[src/rtl/seg_scan_display.sv]
// Time-multiplexed seven-segment driver for the parking front panel.
// Scans one digit per clock from a frame-coherent snapshot of two pages.
module seg_scan_display #(
    parameter int NUM_DIGITS   = 4,
    parameter int SEL_WIDTH    = 5,
    parameter int SEL_OFFSET   = 1,
    parameter int BLINK_FRAMES = 62
) (
    input  logic                      clk_500Hz,
    input  logic                      reset,
    input  logic                      page_sel,
    input  logic [4*NUM_DIGITS-1:0]   page0_bcd,
    input  logic [4*NUM_DIGITS-1:0]   page1_bcd,
    input  logic [NUM_DIGITS-1:0]     blank_mask,
    input  logic [NUM_DIGITS-1:0]     blink_mask,
    input  logic [NUM_DIGITS-1:0]     dp_mask,
    input  logic                      lzb_en,
    output logic [SEL_WIDTH-1:0]      SEG_SEL,
    output logic [7:0]                SEG_DATA,
    output logic                      frame_start
);

    localparam int IDX_W = (NUM_DIGITS > 1) ? $clog2(NUM_DIGITS) : 1;
    localparam int CNT_W = (BLINK_FRAMES > 1) ? $clog2(BLINK_FRAMES) : 1;
    localparam logic [IDX_W-1:0] IDX_LAST = IDX_W'(NUM_DIGITS - 1);
    localparam logic [CNT_W-1:0] CNT_LAST = CNT_W'(BLINK_FRAMES - 1);

    logic [IDX_W-1:0]        idx;
    logic [CNT_W-1:0]        frame_cnt;
    logic                    blink_phase;
    logic [4*NUM_DIGITS-1:0] snap_codes;
    logic [NUM_DIGITS-1:0]   snap_blank;
    logic [NUM_DIGITS-1:0]   snap_blink;
    logic [NUM_DIGITS-1:0]   snap_dp;
    logic                    snap_lzb;

    logic [3:0]              digit_code [NUM_DIGITS];
    logic [NUM_DIGITS-1:0]   zero_run;
    logic [SEL_WIDTH-1:0]    sel_next;
    logic [7:0]              data_next;

    function automatic logic [6:0] glyph(input logic [3:0] code);
        logic [6:0] g;
        case (code)
            4'h0: g = 7'h3F;
            4'h1: g = 7'h06;
            4'h2: g = 7'h5B;
            4'h3: g = 7'h4F;
            4'h4: g = 7'h66;
            4'h5: g = 7'h6D;
            4'h6: g = 7'h7D;
            4'h7: g = 7'h07;
            4'h8: g = 7'h7F;
            4'h9: g = 7'h6F;
            4'hF: g = 7'h00;
            default: g = 7'h40;
        endcase
        return g;
    endfunction

    // Unpack the snapshot and find the run of zero codes from the top digit down.
    always_comb begin
        logic nz_seen;
        nz_seen = 1'b0;
        zero_run = '0;
        for (int i = 0; i < NUM_DIGITS; i++) begin
            digit_code[i] = snap_codes[4*i +: 4];
        end
        for (int i = NUM_DIGITS - 1; i >= 0; i--) begin
            zero_run[i] = ~nz_seen & (digit_code[i] == 4'h0);
            nz_seen = nz_seen | (digit_code[i] != 4'h0);
        end
    end

    // Render the current digit: blank/blink-off beats suppression beats glyph.
    always_comb begin
        logic off;
        logic sup;
        off = snap_blank[idx] | (snap_blink[idx] & blink_phase);
        sup = snap_lzb & zero_run[idx] & (idx != '0);
        sel_next = SEL_WIDTH'(1) << (SEL_OFFSET + int'(idx));
        if (off) begin
            data_next = 8'h00;
        end else if (sup) begin
            data_next = {snap_dp[idx], 7'h00};
        end else begin
            data_next = {snap_dp[idx], glyph(digit_code[idx])};
        end
    end

    // Scan, register pins, and capture inputs plus blink timing at frame end.
    always_ff @(posedge clk_500Hz or negedge reset) begin
        if (!reset) begin
            idx         <= '0;
            frame_cnt   <= '0;
            blink_phase <= 1'b0;
            snap_codes  <= '0;
            snap_blank  <= '0;
            snap_blink  <= '0;
            snap_dp     <= '0;
            snap_lzb    <= 1'b0;
            SEG_SEL     <= '0;
            SEG_DATA    <= 8'h00;
            frame_start <= 1'b0;
        end else begin
            SEG_SEL     <= sel_next;
            SEG_DATA    <= data_next;
            frame_start <= (idx == '0);
            if (idx == IDX_LAST) begin
                idx        <= '0;
                snap_codes <= page_sel ? page1_bcd : page0_bcd;
                snap_blank <= blank_mask;
                snap_blink <= blink_mask;
                snap_dp    <= dp_mask;
                snap_lzb   <= lzb_en;
                if (frame_cnt == CNT_LAST) begin
                    frame_cnt   <= '0;
                    blink_phase <= ~blink_phase;
                end else begin
                    frame_cnt <= frame_cnt + CNT_W'(1);
                end
            end else begin
                idx <= idx + IDX_W'(1);
            end
        end
    end

endmodule

[config.mk]
export PLATFORM = sky130hd
export DESIGN_NAME = seg_scan_display
export DESIGN_NICKNAME = d
export VERILOG_FILES = /design/src/rtl/seg_scan_display.sv
export SDC_FILE = /design/constraint.sdc
export NUM_CORES = 1
export LEC_CHECK = 0
export CAP_MARGIN = 20
export CORE_MARGIN = 2
export CORE_UTILIZATION = 44
export DETAILED_ROUTE_END_ITERATION = 10
export PLACE_DENSITY_LB_ADDON = 0.12
export SLEW_MARGIN = 20
export SYNTH_ARGS = -nofsm -noshare
export SYNTH_HDL_FRONTEND = slang
export SYNTH_SLANG_ARGS = --single-unit
[constraint.sdc]
create_clock -name clk_500Hz -period 1.6 [get_ports clk_500Hz]
set_input_delay 0.24 -clock clk_500Hz [delete_from_list [all_inputs] [get_ports clk_500Hz]]
set_output_delay 0.24 -clock clk_500Hz [all_outputs]
set_load 0.005 [all_outputs]
Yosys cells after proc, flatten, opt, wreduce, memory -nomap -nowiden. Memories as Yosys holds them, arrays and structs flattened. Index checks and enable logic that the tools add are counted.

Bits of input ports: 48. Register bits after elaboration: 52. Memories: 1. Word-level logic and storage cells: 60. Bits in writable memories: 0. ROM bits: 112. Bits in latches: 0.

Memories: (name not given) (depth 16, width 7, rd ports 1, clocked after Yosys merged registers in 0, wr ports 0, RTL line 44) `case (code)`.

Equality and inequality tests: 2. Muxes and demuxes: 16. Multiply operators: 0. Bitwise logic cells: 14. Add/subtract/negate cells: 3. Magnitude comparators: 2. Shifts and indexed selects: 1. Div/mod/pow operators: 0. Reduce and logical (&&, ||, !) cells: 10.

Operators by type and width (count): $logic_not 4->1 (4); $mux 16 (1); $reduce_bool 4->1 (3); $bmux 1 s2 (4); $bmux 4 s2 (1); $mux 4 (2); $mux 8 (1); $mux 7 (1); $add 6x1->6 const B (1); $and 1x1->1 (6); $eq 6x6->1 const B (1); $mux 6 (1); $shl 1x3->5 const A (1); $mux 1 (4); $not 1->1 (4); $add 1x2->3 const A (1); $ge 3x3->1 const B (1); $lt 2x3->1 const B (1); $not 2->3 (1); $or 1x1->1 (3); $add 2x1->2 const B (1); $eq 2x2->1 const B (1); $logic_not 2->1 (1); $mux 2 (1); 2 further kinds (2).

Longest topological paths before layout. Gate-level depths: netlist of the first run.

Word-level depth: 11. Gate-level depth with buffers: 7. Depth with buffers taken out: 6.

Worst setup path after synthesis of the first run. Ideal clock, no wire load.

Kind: reg2reg. From: reg idx[0]. To: reg SEG_DATA[2]. Stages on the path, launching flop included: 8. Arrival: 1650 ps. Path slack: -191 ps. Required time: 1458 ps. Library setup time: 142 ps. Cells stage by stage: dfrtp_1 -> buf_6 -> mux4_1 -> inv_1 -> ha_1 -> nor2b_1 -> and2_1 -> nor3_1.

Longest elaborated chain between the ends: 7. Elaborated cells between the ends (all ways): 18.

Ends and longest elaborated chain: start, declared (RTL line 28) `logic [IDX_W-1:0] idx;`; start signal, assigned (RTL line 123) `idx <= idx + IDX_W'(1);`; $not 2->3 (implied by the code) (RTL line 87) `data_next = {snap_dp[idx], glyph(digit_code[idx])};`; $bmux 4 s2 (RTL line 87); $mux 4 (implied by the code) (2 in a row) (RTL line 87); $mem_v2 16x7; $mux 7 (RTL line 84) `end else if (sup) begin`; $mux 8 * (RTL line 82) `if (off) begin`; named net data_next[2] (RTL line 40) `logic [7:0] data_next;`; end signal, assigned (RTL line 107) `SEG_DATA <= data_next;`; end, declared (RTL line 19) `output logic [7:0] SEG_DATA,`.

Mark *: on every way through the listed nets, which the timed path passes. The rest lies on a longest branch. The select of a mux whose other input is x is not followed. A chain may end at the register's enable or synchronous reset.

Worst setup path in the final report of the first run.
From: reg idx[0]. To: reg SEG_DATA[3].

The elaborated chain is that of the path after synthesis.

==> metrics.txt, run 1 <==
status finished with violations; violated checks setup timing; dpl hpwl 3.584 mm; Port Buffers 61; pre-CTS WS -239.9 ps; XOR/XNOR Fraction of Synth Area 0.01798; via count 1807; busiest layer in global routing met2; final instance area 0.003749 sq mm; Total Wirelength 5.205 mm; Post-synth EDFFs 0; synth warn 0; Tot Pwr 2753 uW; clock power share 0.334; total congestion overflow 0; grt met2 use 0.2810; clk_skew 3.660 ps; endpoints failing setup 8; CTS Sinks 51; Hold Crit Class in -> async; DR iter-0 viols 74; most frequent cells in the layout 60 x clkdlybuf4s50_1, 50 x dfrtp_1, 23 x buf_4, 19 x a21oi_1; Routed Antenna Nets 0; leakage power 0.001625 uW; WS Path Type reg -> reg; mux share of post-synthesis cell area 0.1983; Post-Syn Area 0.002436 sq mm; placer congestion estimate 0.8043; Inserted Clock Buffers 5; Via density 4.924; CP required 1820 ps; CP startpoint idx[0]$_DFF_PN0_; adder-cell share of the synthesized area 0.05650; clock buffer depth 2; Die ar. 0.006148 sq mm; Tot GR Track Use 0.1703; I/O pins 62; most common cell after layout, fill and taps aside clkdlybuf4s50_1; # diodes 0; Critical Path End Type flop; CP Data Arrival Time 1970 ps; RR Startpoint idx[0]$_DFF_PN0_; area delta synth->final 53.88%; drt wl/cell 14.18 um; Placed Cells 348; Syn Area/Cell 12.24 sq um; Total Nets Final 353; overall die width 78.41 um; Unique masters post-synth 33; H-tree depth 2; Die H 78.41 um; FP Rows 27; combinational power share 0.160; met3 global-route usage 0.03793; internal power 2135 uW; CTS tree yes; ys flop type dfrtp_1; synthesized flop and latch total 51; period utilisation layout 1.096; initial antenna violation count 0; vias in the first global route 1778; largest net degree at the start of global routing 33; Mapped Nets 258; filler cell count 398; Finished Layout Cells 367; min cycle time layout 1754 ps; Slew Limit Fails 0; PwrDens 734.5 mW/mm^2; Final Hold Fails 0; MaxCap Viol Count 0; Setup TNS Final -1086 ps; sw frac 0.2246; sequential share of power 0.506; Post-Synth Simple-Gate Area 0.09296; TritonRoute pass-1 iters 4; VDD IR max 343.5 uV; Area after DPL 0.003354 sq mm; worst skew pair latency 300 ps; Synth Area in Compound Gates 0.07550; Core Footprint 0.005439 sq mm; fmax 570.2 MHz; Reg clk slew, reported paths 90 ps; root buffer cell clkbuf_8; share of cells above drive strength 1 0.3288; Post-Syn Instances 199; met1 Usage GRT 0.2326; RSZ-0062 raised after global routing true; Async S/R FF share, synth 1.000; critical-path maximum fanout 6; Worst Slack Setup Final -153.6 ps; Starting Density 0.4479; # DRC 0; Setup crit start kind flop; sw power 618.4 uW; sequential area share after synthesis 0.5239; Worst R2R Path Depth 6; first-pass GRT wire length 8.224 mm; largest family of logic cells by synthesized area multiplexers
[through the flow]
stage               utilization  hold slack [ps]
floorplan                     -           -55.59
global placement         0.6167            228.4
detailed placement       0.6167            234.7
CTS                      0.6519            442.1
global route             0.6892            473.9
finish                   0.6892            431.9
[cell families (layout without fill, tap and decap cells)]
kind of cell / count (synthesis) / in the layout
AO/OA/AOI/OAI: 30 / 30
AND/OR/NAND/NOR: 46 / 46
flip-flops: 51 / 51
buffers and inverters: 18 / 114
XOR/XNOR: 5 / 5
multiplexers: 37 / 37
adder cells (fa/ha/maj): 11 / 11
other: 1 / 1
[layer usage]
layer | up-vias | part of all wire
li1 | 887 | -
met1 | 867 | 0.46
met2 | 49 | 0.50
met3 | 4 | 0.036
met4 | 0 | 0.0054
met5 | - | 0
[registers in the layout, indices dropped and copies added (netlist names)]
signal       flops
snap_dp          4
blink_phase      1
SEG_DATA         8
snap_codes      16
SEG_SEL          5
snap_lzb         1
snap_blink       4
snap_blank       4
idx              2
frame_cnt        6
[final timing paths]
| path | endpoint | slack, ps |
|---|---|---|
| max | SEG_DATA[3]$_DFF_PN0_ | -150 |
| min | frame_cnt[5]$_DFFE_PN0P_ | 430 |
| max reg2reg | SEG_DATA[3]$_DFF_PN0_ | -150 |
| min reg2reg | blink_phase$_DFFE_PN0P_ | 480 |
| max in group asynchronous | idx[0]$_DFF_PN0_ | 630 |
| min in group clk_500Hz | blink_phase$_DFFE_PN0P_ | 480 |
[cells in the mapped netlist (2+ instances only)]
cell	n	area share
ha_1	11	0.056
mux2_2	14	0.065
mux4_1	2	0.022
nand2_1	3	0.0046
dfrtp_1	51	0.52
o21ai_0	2	0.0041
mux2i_1	16	0.066
nand4_1	3	0.0077
a21oi_1	22	0.045
inv_1	7	0.011
nor2_1	23	0.035
a211oi_2	2	0.010
buf_2	2	0.0041
clkbuf_1	7	0.011
xor2_1	4	0.014
nor4_1	4	0.010
nor3_1	6	0.012
mux4_2	5	0.046
[power groups by stage]
stage	combinational, uW	clock (uW)	sequential, uW
2_1_floorplan	163	0	1410
3_3_place_gp	397	0	1420
3_5_place_dp	401	0	1420
4_1_cts	429	951	1390
5_1_grt	484	1000	1400
6_report	440	919	1390
[timing repair]
| action | in CTS | in global routing |
|---|---|---|
| setup endpoints to repair | 39 | 30 |
| gates cloned | 0 | 3 |
| endpoints found under the hold margin | 20 | 0 |
| buffers inserted | 3 | 4 |
| hold buffers | 1 | 0 |
| pin swaps | 1 | 6 |
| gates resized for setup | 9 | 26 |
[final cells by class]
| cell class | instances | area, sq um | share of cell area |
|---|---|---|---|
| clock buffers | 6 | 82.58 | 0.02203 |
| clock inverters | 2 | 35.03 | 0.009346 |
| inverters | 7 | 28.78 | 0.007677 |
| multi-input cells | 130 | 1205 | 0.3214 |
| flip-flops and latches | 51 | 1277 | 0.3408 |
| well taps | 72 | 90.09 | 0.02403 |
| repair buffers | 99 | 1030 | 0.2747 |
[critical path: stages (launching register included)]
cell and delay (ps):
dfrtp_2 460, buf_6 130, buf_6 80, mux4_2 480, a21o_1 190, nand2b_4 180
nor3_1 160
Note: power is estimated with default switching activity, not from simulation.
==> run 2: changes to the inputs <==
--- a/config.mk
+++ b/config.mk
@@ -6,9 +6,10 @@
 export NUM_CORES = 1
 export LEC_CHECK = 0
 export CAP_MARGIN = 20
-export CORE_MARGIN = 2
-export CORE_UTILIZATION = 44
+export CORE_MARGIN = 1
+export CORE_UTILIZATION = 56
 export DETAILED_ROUTE_END_ITERATION = 10
+export DONT_BUFFER_PORTS = 1
 export PLACE_DENSITY_LB_ADDON = 0.12
 export SLEW_MARGIN = 20
 export SYNTH_ARGS = -nofsm -noshare
==> metrics.txt, run 2 (synthesis results as in run 1) <==
CP bufs+invs 0; Die H 67.96 um; violated checks setup timing; Biggest register snap_codes; VDD IR max 505.0 uV; dpl hpwl 3.306 mm; Core Footprint 0.004086 sq mm; placer congestion estimate 0.8503; most common cell after layout, fill and taps aside dfrtp_1; DR iter-0 viols 99; period utilisation layout 1.124; vias in the first global route 1560; CTS tree yes; Crit-path slowest cell mux4_2; I/O pins 62; root buffer cell clkbuf_8; first-pass GRT wire length 7.293 mm; startpoint of the worst hold path dp_mask[2]; grt met2 use 0.3554; pre-CTS WS -196.8 ps; Critical Path End Type flop; total congestion overflow 0; Starting Density 0.5961; Hold Path End snap_dp[2]$_DFFE_PN0P_; leakage power 0.001369 uW; H-tree depth 2; worst skew pair latency 310 ps; final instance area 0.003149 sq mm; worst reg2reg endpoint SEG_DATA[6]$_DFF_PN0_; met3 global-route usage 0.04333; Die ar. 0.004618 sq mm; PwrDens 771.3 mW/mm^2; Reg clk slew, reported paths 90 ps; Tot GR Track Use 0.2213; endpoints failing setup 23; # diodes 0; critical-path maximum fanout 5; initial antenna violation count 0; fmax 556.3 MHz; worst hold path cell count 1; TritonRoute pass-1 iters 4; Total Nets Final 289; met1 Usage GRT 0.2863; crit-path leading delay family multiplexers; Final Hold Fails 0; Total Wirelength 5.239 mm; status finished with violations; CP cell instances mux4_2 > ha_2 > nand2_1 > o31ai_1 > nor3_1; area delta synth->final 29.28%; FP Rows 23; Worst R2R Path Depth 5; Hold Crit Class in -> reg; drt wl/cell 18.64 um; clock buffer depth 2; filler cell count 239; Port Buffers 0; MaxCap Viol Count 0; RR Startpoint idx[0]$_DFF_PN0_; Largest regs snap_codes: 16 flops, SEG_DATA: 8 flops, frame_cnt: 6 flops; Worst Slack Setup Final -197.7 ps; clk_skew 8.290 ps; # DRC 0; Area after DPL 0.002649 sq mm; CP startpoint idx[0]$_DFF_PN0_; overall die width 67.96 um; via count 1655; Slew Limit Fails 0; share of cells above drive strength 1 0.4892; max reg flops 16; CTS Sinks 51; Worst path max stage delay 620 ps; CP required 1800 ps; RSZ-0062 raised after global routing true; largest net degree at the start of global routing 52; Inserted Clock Buffers 5; Via density 5.890; CP Data Arrival Time 2000 ps; WS Path Type reg -> reg; most frequent cells in the layout 50 x dfrtp_1, 20 x buf_4, 16 x mux2i_1, 15 x a21oi_2, 12 x nor2_4; busiest layer in global routing met2; Routed Antenna Nets 0; min cycle time layout 1798 ps; Tot Pwr 2429 uW; Worst R2R Setup Slack -200 ps; Setup crit start kind flop
run 2: changes by cell type in the layout (fill, tap and decap cells not counted), sizes merged:
cell,before,now
clkdlybuf4s50,60,0
clkinvlp,0,1
bufinv,1,0
buf,35,31
run 2: worst max-delay path by stage:
| stage | endpoint | slack, ps | cells past startpoint |
|---|---|---|---|
| after global routing | SEG_DATA[6]$_DFF_PN0_ | -280 | 5 |
| after floorplan | SEG_DATA[0]$_DFF_PN0_ | -150 | 7 |
| after detailed placement | SEG_DATA[5]$_DFF_PN0_ | -200 | 6 |
| after global placement | SEG_DATA[1]$_DFF_PN0_ | -140 | 5 |
| after CTS | SEG_DATA[4]$_DFF_PN0_ | -130 | 6 |
| final | SEG_DATA[6]$_DFF_PN0_ | -200 | 5 |
run 2: layout make-up:
| cell class | instances | area, sq um | area share |
|---|---|---|---|
| clock buffer | 6 | 72.57 | 0.02304 |
| multi-input combinational | 130 | 1308 | 0.4152 |
| timing repair buffer | 35 | 387.9 | 0.1232 |
| tap | 50 | 62.56 | 0.01986 |
| inverter | 7 | 28.78 | 0.009138 |
| clock inverter | 2 | 12.51 | 0.003973 |
| sequential | 51 | 1277 | 0.4056 |
run 2: what timing repair did:
item / 4_1_cts / 5_1_grt
setup endpoints to repair: 44 / 36
buffers inserted: 5 / 2
endpoints found under the hold margin: 51 / 0
cloned: 0 / 3
pin swaps: 7 / 12
hold buffers: 2 / 0
resized for setup: 15 / 58
run 2: power breakdown:
part	leakage (uW)	internal, uW	switching, uW	total, uW
Clock	0.0000412	306	411	717
Sequential	0.000615	1350	55.0	1410
Combinational	0.000713	162	142	304
Total	0.00137	1820	608	2430
run 2: routing by layer:
layer  share of wire  vias to the layer above
li1                -                      757
met4           0.015                        0
met1            0.43                      836
met3           0.037                        7
met5               0                        -
met2            0.52                       55
run 2: stage by stage:
stage	util	hold WS, ps	cells	TNS (ps)
6_report	0.7707	68.27	281	-1659
4_1_cts	0.6996	69.03	277	-854.6
3_5_place_dp	0.6482	-54.49	262	-3351
3_3_place_gp	0.6482	-54.47	262	-1700
5_1_grt	0.7707	57.46	281	-4185
2_1_floorplan	-	-55.59	199	-829.7
